--- src/rtl/fetch_unit.sv ---
// Instruction fetch stage: PC, credit-limited imem requests, in-order response FIFO, redirect flush.
// Optional performance counters are compiled in when FETCH_PERF_EN is defined.
module fetch_unit #(
    parameter logic [31:0] RESET_PC  = 32'h0000_0000,
    parameter int          BUF_DEPTH = 2
) (
    input  logic        clk,
    input  logic        rst_n,
    output logic        imem_req_valid,
    input  logic        imem_req_ready,
    output logic [31:0] imem_req_addr,
    input  logic        imem_rsp_valid,
    input  logic [31:0] imem_rsp_data,
    input  logic        redirect_valid,
    input  logic [31:0] redirect_pc,
    output logic        inst_valid,
    input  logic        inst_ready,
    output logic [31:0] instruction,
    output logic [31:0] inst_pc
`ifdef FETCH_PERF_EN
    ,
    output logic [31:0] perf_fetch_cnt,
    output logic [31:0] perf_stall_cnt
`endif
);

    localparam int AW = (BUF_DEPTH > 1) ? $clog2(BUF_DEPTH) : 1;
    localparam int CW = AW + 1;
    localparam logic [CW:0] DEPTH_W = BUF_DEPTH[CW:0];

    typedef logic [AW-1:0] ptr_t;
    typedef logic [CW-1:0] cnt_t;
    typedef enum logic {RUN = 1'b0, DRAIN = 1'b1} state_t;

    state_t      state_reg, state_next;
    logic [31:0] pc_reg, pc_next;
    cnt_t        out_cnt_reg, out_cnt_next;
    cnt_t        drop_cnt_reg, drop_cnt_next;
    cnt_t        fifo_cnt_reg, fifo_cnt_next;
    ptr_t        fifo_wr_reg, fifo_wr_next, fifo_rd_reg, fifo_rd_next;
    ptr_t        rq_wr_reg, rq_wr_next, rq_rd_reg, rq_rd_next;
    cnt_t        drop_redirect;

    logic [31:0] fifo_ins_mem [BUF_DEPTH];
    logic [31:0] fifo_pc_mem  [BUF_DEPTH];
    logic [31:0] rq_pc_mem    [BUF_DEPTH];

    logic credit_ok, req_fire, rsp_drop, push, pop;
    logic unused_redirect_bits;

    assign unused_redirect_bits = &{1'b0, redirect_pc[1:0]};

    // Slots in flight plus slots held must stay below depth, so every response has a home.
    assign credit_ok      = ({1'b0, fifo_cnt_reg} + {1'b0, out_cnt_reg}) < DEPTH_W;
    assign imem_req_valid = rst_n && !redirect_valid && credit_ok;
    assign imem_req_addr  = pc_reg;
    assign req_fire       = imem_req_valid && imem_req_ready;

    assign inst_valid  = (fifo_cnt_reg != '0);
    assign instruction = inst_valid ? fifo_ins_mem[fifo_rd_reg] : 32'h0;
    assign inst_pc     = inst_valid ? fifo_pc_mem[fifo_rd_reg]  : 32'h0;

    assign push = imem_rsp_valid && !rsp_drop && !redirect_valid;
    assign pop  = inst_valid && inst_ready && !redirect_valid;

    // A response landing in the redirect cycle is already gone, so it is not counted as stale.
    assign drop_redirect = (imem_rsp_valid && out_cnt_reg != '0) ? out_cnt_reg - 1'b1 : out_cnt_reg;

    // FSM: state register
    always_ff @(posedge clk or negedge rst_n) begin
        if (!rst_n) begin
            state_reg <= RUN;
        end else begin
            state_reg <= state_next;
        end
    end

    // FSM: next state
    always_comb begin
        state_next = state_reg;
        if (redirect_valid) begin
            state_next = (drop_redirect != '0) ? DRAIN : RUN;
        end else if (state_reg == DRAIN && imem_rsp_valid && drop_cnt_reg == cnt_t'(1)) begin
            state_next = RUN;
        end
    end

    // FSM: outputs
    always_comb begin
        rsp_drop = (state_reg == DRAIN);
    end

    always_comb begin
        pc_next       = pc_reg;
        out_cnt_next  = out_cnt_reg + cnt_t'(req_fire) - cnt_t'(imem_rsp_valid);
        drop_cnt_next = drop_cnt_reg;
        fifo_cnt_next = fifo_cnt_reg;
        fifo_wr_next  = fifo_wr_reg;
        fifo_rd_next  = fifo_rd_reg;
        rq_wr_next    = rq_wr_reg;
        rq_rd_next    = rq_rd_reg;

        if (req_fire) begin
            pc_next    = pc_reg + 32'd4;
            rq_wr_next = rq_wr_reg + 1'b1;
        end
        if (imem_rsp_valid) begin
            rq_rd_next = rq_rd_reg + 1'b1;
        end

        if (redirect_valid) begin
            pc_next       = {redirect_pc[31:2], 2'b00};
            drop_cnt_next = drop_redirect;
            fifo_cnt_next = '0;
            fifo_wr_next  = '0;
            fifo_rd_next  = '0;
        end else begin
            if (imem_rsp_valid && rsp_drop) begin
                drop_cnt_next = drop_cnt_reg - 1'b1;
            end
            if (push) begin
                fifo_wr_next = fifo_wr_reg + 1'b1;
            end
            if (pop) begin
                fifo_rd_next = fifo_rd_reg + 1'b1;
            end
            fifo_cnt_next = fifo_cnt_reg + cnt_t'(push) - cnt_t'(pop);
        end
    end

    always_ff @(posedge clk or negedge rst_n) begin
        if (!rst_n) begin
            pc_reg       <= RESET_PC;
            out_cnt_reg  <= '0;
            drop_cnt_reg <= '0;
            fifo_cnt_reg <= '0;
            fifo_wr_reg  <= '0;
            fifo_rd_reg  <= '0;
            rq_wr_reg    <= '0;
            rq_rd_reg    <= '0;
        end else begin
            pc_reg       <= pc_next;
            out_cnt_reg  <= out_cnt_next;
            drop_cnt_reg <= drop_cnt_next;
            fifo_cnt_reg <= fifo_cnt_next;
            fifo_wr_reg  <= fifo_wr_next;
            fifo_rd_reg  <= fifo_rd_next;
            rq_wr_reg    <= rq_wr_next;
            rq_rd_reg    <= rq_rd_next;
        end
    end

    // Storage needs no reset: occupancy counters decide what is visible.
    always_ff @(posedge clk) begin
        if (req_fire) begin
            rq_pc_mem[rq_wr_reg] <= pc_reg;
        end
        if (push) begin
            fifo_ins_mem[fifo_wr_reg] <= imem_rsp_data;
            fifo_pc_mem[fifo_wr_reg]  <= rq_pc_mem[rq_rd_reg];
        end
    end

`ifdef FETCH_PERF_EN
    always_ff @(posedge clk or negedge rst_n) begin
        if (!rst_n) begin
            perf_fetch_cnt <= 32'h0;
            perf_stall_cnt <= 32'h0;
        end else begin
            if (req_fire) begin
                perf_fetch_cnt <= perf_fetch_cnt + 32'd1;
            end
            if (!inst_valid && inst_ready) begin
                perf_stall_cnt <= perf_stall_cnt + 32'd1;
            end
        end
    end
`endif

endmodule
--- config.mk ---
export PLATFORM = sky130hd
export DESIGN_NAME = fetch_unit
export DESIGN_NICKNAME = d
export VERILOG_FILES = /design/src/rtl/fetch_unit.sv
export SDC_FILE = /design/constraint.sdc
export NUM_CORES = 1
export LEC_CHECK = 0
export BUFFER_PORTS_ARGS = -buffer_cell sky130_fd_sc_hd__buf_4
export CAP_MARGIN = 5
export CORE_MARGIN = 4
export CORE_UTILIZATION = 50
export DETAILED_ROUTE_END_ITERATION = 7
export GPL_TIMING_DRIVEN = 0
export PLACE_DENSITY_LB_ADDON = 0.05
export SLEW_MARGIN = 20
export SYNTH_ARGS = -nofsm -noshare
export SYNTH_HDL_FRONTEND = slang
export SYNTH_SLANG_ARGS = --single-unit
--- constraint.sdc ---
create_clock -name clk -period 3.9 [get_ports clk]
set_clock_uncertainty 0.2 [all_clocks]
set_input_delay 0.78 -clock clk [delete_from_list [all_inputs] [get_ports clk]]
set_output_delay 0.78 -clock clk [all_outputs]
set_load 0.005 [all_outputs]
==> out/summary.txt <==
Cts hold-fix bufs: 0
Hold_ws: 0.0754 ns
Worst rel slew slack: 51.0%
Critical Path RT: 2.92 ns
Initial antenna violation count: 0
Crit. End Element: output pin
Initial core utilization: 51.1%
Worst-path clk slew: 0.06 ns
Total CTS buffers: 25
Reg-to-reg endpoint: rq_pc_mem[0][11]
GRT Overall Usage: 18.8%
Total wire length: 19,700 um
Initial drt markers: 280
CP Launch Type: register
CTS Sinks: 225
CP arrival: 2.29 ns
Ys Warns: 0
Setup repair after global routing missed its margin: false
GPL Wtd Cong: 0.815
Type of the worst min-delay path: input port to asynchronous set/reset pin
Placed cells: 1,019
Core Region: 18,100 sq um
Synthesized cell area: 9240 sq um
Pre-CTS setup slack: 0.572 ns
Largest net degree at the start of global routing: 45
Status: complete, no violations
Setup violators final: 0
Min Tclk post-route: 3.27 ns
Post-synth ARST share: 18.2%
Slew Limit Fails: 0
Seq/Total Area, Yosys: 70.9%
Io pins: 168
Layout cells sized above 1: 32.1%
Clock Path Buffers: 3
Final core occ: 65.8%
Critical path peak fanout: 10
Total power: 6.91 mW
TritonRoute pass-1 iters: 4
Worst-Margin Slew: 0.734 ns
Post-synth EDFFs: 184
PD cells: 581 nW/um^2
Drt wl/cell: 18.5 um
Via density: 5.19
Flops & latches, synth: 225
Area after DPL: 11,000 sq um
Row cnt: 49
Most flops, register: fifo_ins_mem
DIE HEIGHT: 144 um
Most frequent cells in the layout: edfxtp_1, buf_4, nor2_1
VDD IR-drop max: 0.369 mV
Final cell count without fillers: 1,065
Crit Path Class: register to output pin
Max reg flops: 64
Synth-to-layout area growth: 28.8%
CTS tree: done
Post-CTS Resized: 0
Primary FF master, synth: edfxtp_1
Post-Syn Instances: 619
DP Wirelength: 13,600 um
Post-Layout Inst Area: 11,900 sq um
Leading cell type in the layout, fill and taps excluded: edfxtp_1
Die boundary width: 144 um
Gr ovfl total: 0
Netlist cell types: 42
Max_cap viols: 0
First-pass GRT wire length: 30,400 um
CTS root buffer: clkbuf_16
Postcts setup bufs: 0
Launch point of the worst reg-to-reg path: out_cnt_reg[0]
Clock latency on the worst-skew pair: 0.52 ns
Final #Nets: 895
Worst r2r path cells: 7
Total number of vias: 5,523
Die area: 20,700 sq um
Final ANT Viol Nets: 0
DRC Markers: 0
Final hold violations: 0
Reg2Reg Setup Slack: 0.96 ns
Setup TNS: 0 ns
Lkg Pwr: 4.44 nW
Final Cycle Share: 83.9%
Setup ws final: 0.629 ns
H-tree level count: 1
Vias in the first global route: 5,667
Largest registers: fifo_ins_mem (64), fifo_pc_mem (60), rq_pc_mem (60)
Diode count: 0
Buffers on Ports: 160
Synthesized area per cell: 14.9 sq um
FMAX: 0.306 GHz
[layout make-up]
class | count | area, sq um
Inverter | 9 | 33.8
Clock inverter | 17 | 268
Tap cell | 229 | 287
Clock buffer | 29 | 641
Fill cell | 1327 | 6180
Multi-Input combinational cell | 358 | 2550
Buffer | 30 | 150
Sequential cell | 225 | 6550
Timing Repair Buffer | 168 | 1420
[synthesized netlist by cell type, drive strengths merged, types with 7 or more instances]
library cell  instances  share of area [%]
clkbuf               15               0.61
ha                    7               0.95
dfrtp                41                 11
edfxtp              184                 60
nor4                  8               0.81
mux2i                64                6.9
inv                   9               0.37
buf                  15                1.0
nor2                 76                3.1
nand4                 7               0.77
mux2                 33                4.0
nand2                43                1.7
o21ai                28                1.5
xor2                 12                1.1
nand3                16               0.92
xnor2                22                2.1
[worst max path at each step]
stage,from,to,slack (ns)
CTS,fifo_cnt_reg[1],inst_pc[8],0.53
global placement,redirect_valid,fifo_ins_mem[1][0],-2.63
detailed placement,redirect_valid,fifo_ins_mem[0][12],0.57
finish,fifo_rd_reg,inst_pc[21],0.63
global route,fifo_rd_reg,inst_pc[28],0.48
floorplan,redirect_valid,fifo_ins_mem[0][0],-0.72
[worst max-delay path: stages (launching register included)]
cell and delay [ns]:
dfrtp_1 0.32, clkbuf_1 0.52, buf_2 0.47, mux2i_1 0.26, nor2_1 0.06, buf_4 0.15
[cell families after synthesis]
group                    after synthesis  share of synthesized area (%)
XOR/XNOR                              34                           3.22
buffers and inverters                 39                           1.99
multiplexers                          97                           11.0
other                                  1                         0.0406
flip-flops                           225                           70.9
AND/OR/NAND/NOR                      183                           9.96
adder cells (fa/ha/maj)                8                           1.16
AO/OA/AOI/OAI                         32                           1.79
[report_power, final]
group          switching (mW)  internal [mW]  total, mW
Sequential              0.145           2.88       3.02
Clock                   0.919           1.64       2.56
Combinational           0.666          0.662       1.33
[routing by layer]
metal	global-route usage (%)	vias up	part of all wire [%]
li1	-	2649	-
met1	23.9	2708	41
met2	33.3	137	52
met3	3.76	29	4.9
met4	4.66	0	2.2
met5	0	-	0
Note: power is estimated with default switching activity, not from simulation.
